**config.mk**
```make
export PLATFORM = sky130hd
export DESIGN_NAME = fifo_rd_drain_ctrl
export DESIGN_NICKNAME = d
export VERILOG_FILES = /design/src/rtl/fifo_rd_drain_ctrl.sv
export SDC_FILE = /design/constraint.sdc
export NUM_CORES = 1
export LEC_CHECK = 0
export BUFFER_PORTS_ARGS = -buffer_cell sky130_fd_sc_hd__buf_2
export CAP_MARGIN = 20
export CORE_ASPECT_RATIO = 1.75
export CORE_UTILIZATION = 51
export DETAILED_ROUTE_END_ITERATION = 6
export GPL_TIMING_DRIVEN = 0
export PLACE_DENSITY = 0.77
export SYNTH_ARGS = -nofsm -noshare
export SYNTH_HDL_FRONTEND = slang
export SYNTH_SLANG_ARGS = --single-unit
```
**constraint.sdc**
```tcl
create_clock -name CLK -period 2.01 [get_ports CLK]
set_input_delay 0 -clock CLK [delete_from_list [all_inputs] [get_ports CLK]]
set_output_delay 0 -clock CLK [all_outputs]
set_load 0.1 [all_outputs]
```
**src/rtl/fifo_rd_drain_ctrl.sv**
```systemverilog
// Read-domain drain controller: pops a first-word-fall-through FIFO one word at a
// time and hands each word to a busy-flagged transmitter, then idles for a gap.
module fifo_rd_drain_ctrl #(
  parameter int Data_Width  = 8,
  parameter int GAP_CYCLES  = 2,
  parameter int ACK_TIMEOUT = 16,
  parameter int CNT_WIDTH   = 16
) (
  input  logic                  CLK,
  input  logic                  RST,
  input  logic                  Enable,
  input  logic                  FIFO_Empty,
  input  logic [Data_Width-1:0] FIFO_Data,
  output logic                  FIFO_R_INC,
  input  logic                  TX_Busy,
  output logic [Data_Width-1:0] TX_Data,
  output logic                  TX_Data_Valid,
  output logic [CNT_WIDTH-1:0]  Words_Sent,
  output logic                  Ack_Err,
  output logic                  Idle
);

  typedef enum logic [2:0] {
    S_IDLE,
    S_FETCH,
    S_LAUNCH,
    S_WAIT_RISE,
    S_WAIT_FALL,
    S_GAP
  } state_t;

  localparam int TMAX = (ACK_TIMEOUT > GAP_CYCLES) ? ACK_TIMEOUT : GAP_CYCLES;
  localparam int TW   = (TMAX > 1) ? $clog2(TMAX) : 1;
  localparam logic [TW-1:0] ACK_LAST = TW'(ACK_TIMEOUT - 1);
  localparam logic [TW-1:0] GAP_LAST = TW'((GAP_CYCLES > 0) ? GAP_CYCLES - 1 : 0);
  // With no gap configured, the end of a word returns straight to IDLE.
  localparam state_t POST_WORD = (GAP_CYCLES == 0) ? S_IDLE : S_GAP;

  state_t                r_state;
  state_t                w_state_nxt;
  logic [TW-1:0]         r_timer;
  logic [TW-1:0]         w_timer_nxt;
  logic                  r_pop;
  logic                  r_valid;
  logic                  r_idle;
  logic                  r_ack_err;
  logic [Data_Width-1:0] r_tx_data;
  logic [CNT_WIDTH-1:0]  r_words;
  logic                  w_pop_nxt;
  logic                  w_valid_nxt;
  logic                  w_idle_nxt;
  logic                  w_load;
  logic                  w_cnt_inc;
  logic                  w_ack_set;

  always_ff @(posedge CLK) begin
    if (RST) begin
      r_state <= S_IDLE;
    end else begin
      r_state <= w_state_nxt;
    end
  end

  always_comb begin
    w_state_nxt = r_state;
    unique case (r_state)
      S_IDLE:      if (Enable && !FIFO_Empty && !TX_Busy) w_state_nxt = S_FETCH;
      S_FETCH:     w_state_nxt = S_LAUNCH;
      S_LAUNCH:    w_state_nxt = S_WAIT_RISE;
      S_WAIT_RISE: begin
        if (TX_Busy) begin
          w_state_nxt = S_WAIT_FALL;
        end else if (r_timer == ACK_LAST) begin
          w_state_nxt = POST_WORD;
        end
      end
      S_WAIT_FALL: if (!TX_Busy) w_state_nxt = POST_WORD;
      S_GAP:       if (r_timer == GAP_LAST) w_state_nxt = S_IDLE;
      default:     w_state_nxt = S_IDLE;
    endcase
  end

  // Outputs are decoded from the next state and registered, so each strobe
  // appears in the cycle the FSM occupies the matching state.
  always_comb begin
    w_pop_nxt   = (w_state_nxt == S_FETCH);
    w_valid_nxt = (w_state_nxt == S_LAUNCH);
    w_idle_nxt  = (w_state_nxt == S_IDLE);
    w_load      = (r_state == S_FETCH);
    w_cnt_inc   = (r_state == S_WAIT_RISE) && TX_Busy;
    w_ack_set   = (r_state == S_WAIT_RISE) && !TX_Busy && (r_timer == ACK_LAST);
    w_timer_nxt = r_timer;
    if (w_state_nxt != r_state) begin
      w_timer_nxt = '0;
    end else if ((r_state == S_WAIT_RISE) || (r_state == S_GAP)) begin
      w_timer_nxt = r_timer + TW'(1);
    end
  end

  always_ff @(posedge CLK) begin
    if (RST) begin
      r_timer   <= '0;
      r_pop     <= 1'b0;
      r_valid   <= 1'b0;
      r_idle    <= 1'b1;
      r_ack_err <= 1'b0;
      r_tx_data <= '0;
      r_words   <= '0;
    end else begin
      r_timer <= w_timer_nxt;
      r_pop   <= w_pop_nxt;
      r_valid <= w_valid_nxt;
      r_idle  <= w_idle_nxt;
      if (w_load) begin
        r_tx_data <= FIFO_Data;
      end
      if (w_cnt_inc) begin
        r_words <= r_words + CNT_WIDTH'(1);
      end
      if (w_ack_set) begin
        r_ack_err <= 1'b1;
      end
    end
  end

  assign FIFO_R_INC    = r_pop;
  assign TX_Data       = r_tx_data;
  assign TX_Data_Valid = r_valid;
  assign Words_Sent    = r_words;
  assign Ack_Err       = r_ack_err;
  assign Idle          = r_idle;

endmodule
```
==> results.toml <==
[global_route]
grt_pass1_vias = 1370
antenna_found_initial = 0
track_usage_pct = 23.89
globalRoute.totalOverflow = 0
grt_max_degree = 12
grt_pass1_wl_um = 5802

[timing]
post-route-period-util_pct = 86.13
fin_setup_tns_ns = 0
timing.final.ws_setup_ns = 0.2787
slew_violations = 0
final.setup_skew_ns = 0.006853
rsz0062_at_grt = "false"
hold_viol = 0
max_freq_mhz = 577.6
setup_violations = 0
min_period_ns = 1.731
relSlewSlack_pct = 66.13
worst_slew_pin_slew_ns = 0.5012
holdWs_ns = 0.03489

[logic_synthesis]
syn_nets = 187
synth-seq-area-share_pct = 44.09
ys_ff_latch = 35
synth_top_area_share_pct = 44.09
postSynth.asyncResetShare_pct = 0
synthTopCellsByArea = "dfxtp_1, xor2_1, mux2i_1, nor2_1, nand3_1"
synth.largest_area_cell = "dfxtp_1"
syn_area_um2 = 1589
synth_flop_cell = "dfxtp_1"
yosysUniqueCellTypes = 44
synth_common_cells = "dfxtp_1, nor2_1, xor2_1"
yosys_warnings = 0
synth_cells = 171
synth_edf_count = 0
yosysMostFrequentCell = "dfxtp_1"
syn_area_per_cell_um2 = 9.293

[placement]
portBuffers = 40
pre_cts_ws_ns = 0.3399
place_area_um2 = 1836
gp_congestion = 0.8380
dp.cells = 239
dp_hpwl_um = 2601

[cts]
cts_buffers = 5
numClockSinks = 35
cts_tree = "built"
h-tree-depth = 2
cts_resized = 0
clk_pin_slew_ns = 0.07
cts_max_path_buffers = 2
root_buffer = "clkbuf_8"
clk_latency_ns = 0.29

[hold_path]
hold_class = "input pin to flip-flop"

[setup_path]
crit_required_ns = 2.23
path_delay_family = "simple AND/OR/NAND/NOR gates"
path_max_fanout = 10
worstSetupPathType = "flip-flop to flip-flop"
end_kind = "flip-flop"
slowest_stage = "or4_1"
path_cells = "and4b_1 > buf_4 > nand2_2 > or4_1 > a21oi_1"
cpPeakStageDelay_ns = 0.50
critPathBufInv = 1
crit_arrival_ns = 1.95
cp-start-kind = "flip-flop"

[floorplan]
core_area_um2 = 2928
start_util_pct = 54.27
die-width_um = 44.20
rows = 26
die_y_um = 75.84
ioPinCount = 41
die_area_um2 = 3352

[power_and_ir_drop]
peakVddDrop_v = 0.0005326
p_per_area_nw_per_um2 = 772.9
p_leak_nw = 0.8959
p_total_mw = 1.579

[layout]
nNetsFinal = 243
num_antenna_cells = 0
stdcell_area_um2 = 2043
final_util_pct = 69.79
area_growth_pct = 28.58
drive_gt1_share_pct = 30.70
fin_cells = 256

[drt]
ant_nets = 0
drcViolationCount = 5
detail_route.first_pass.iterations = 6
routed_wl_um = 3629
num_vias = 1442
vias_per_cell = 5.633
wl_per_cell_um = 14.18
drtIter0Drc = 47

[run]
drv_cap = 0

[status]
violations = "DRC"
status = "finished, violations left"
[power by group]
group / internal, mW / total, mW / switching (mW)
Combinational: 0.0602 / 0.209 / 0.149
Clock: 0.401 / 0.651 / 0.250
Sequential: 0.709 / 0.718 / 0.00967
Total: 1.17 / 1.58 / 0.409
[logic make-up after synthesis]
family / synth area share [%]
buf+inv: 3.464
flops: 44.09
xor+xnor: 6.614
simple gates: 26.62
mux: 5.670
compound gates: 11.18
fa+ha+maj: 2.362
[worst register-to-register path: stages (launching register included)]
cell and delay [ns]:
dfxtp_1 0.45, and4b_1 0.22, buf_4 0.18, nand2_2 0.13, or4_1 0.50, a21oi_1 0.18
[cell type report]
| type | count | area [um2] |
|---|---|---|
| clock inverter | 2 | 35.03 |
| timing repair buffer | 49 | 290.3 |
| multi-input combinational | 125 | 833.3 |
| buffer | 8 | 43.79 |
| fill | 239 | 884.6 |
| tap | 28 | 35.03 |
| sequential | 35 | 711.9 |
| inverter | 3 | 11.26 |
| clock buffer | 6 | 82.58 |
[final timing paths]
path / from / to / slack [ns] / depth (start not counted)
setup / recovery: r_state[0] / Words_Sent[15] / 0.28 / 5
hold / removal: FIFO_Empty / FIFO_R_INC / 0.03 / 3
setup reg to reg: r_state[0] / Words_Sent[15] / 0.28 / 5
hold reg to reg: Ack_Err / Ack_Err / 0.49 / 2
[state kept, by name, indices dropped and copies added, names as in the netlist]
register       cells
r_state            3
TX_Data            8
Words_Sent        16
Idle               1
FIFO_R_INC         1
r_timer            4
Ack_Err            1
TX_Data_Valid      1
[placed cells by master, fill, tap and decap left out, types with 2 or more instances in the layout]
| cell type | n |
|---|---|
| mux2i_1 | 9 |
| nand2_2 | 2 |
| nor2_1 | 22 |
| dlygate4sd3_1 | 9 |
| clkbuf_1 | 4 |
| nand2_1 | 6 |
| or3_1 | 2 |
| nor3_1 | 5 |
| and3_1 | 5 |
| inv_1 | 3 |
| o31ai_1 | 6 |
| o21ai_0 | 3 |
| and2_1 | 3 |
| ha_1 | 3 |
| a22oi_1 | 2 |
| nand3_1 | 9 |
| xor2_1 | 11 |
| or4_1 | 5 |
| dfxtp_1 | 26 |
| clkbuf_8 | 6 |
| nand2b_1 | 2 |
| dfxtp_2 | 9 |
| nand4_1 | 2 |
| buf_2 | 42 |
| a21oi_1 | 8 |
[metal layers]
layer	wire length [um]	vias to the layer above	global-route usage, %
li1	-	721	-
met1	1390	653	24.08
met2	1926	50	41.99
met3	161	18	5.687
met4	152	0	16.84
met5	0	-	0
[timing repair]
| item | 4_1_cts | 5_1_grt |
|---|---|---|
| buffers inserted | 0 | 0 |
| hold buffers | 9 | 0 |
| hold endpoints to repair | 9 | 0 |
Note: power is estimated with default switching activity, not from simulation.
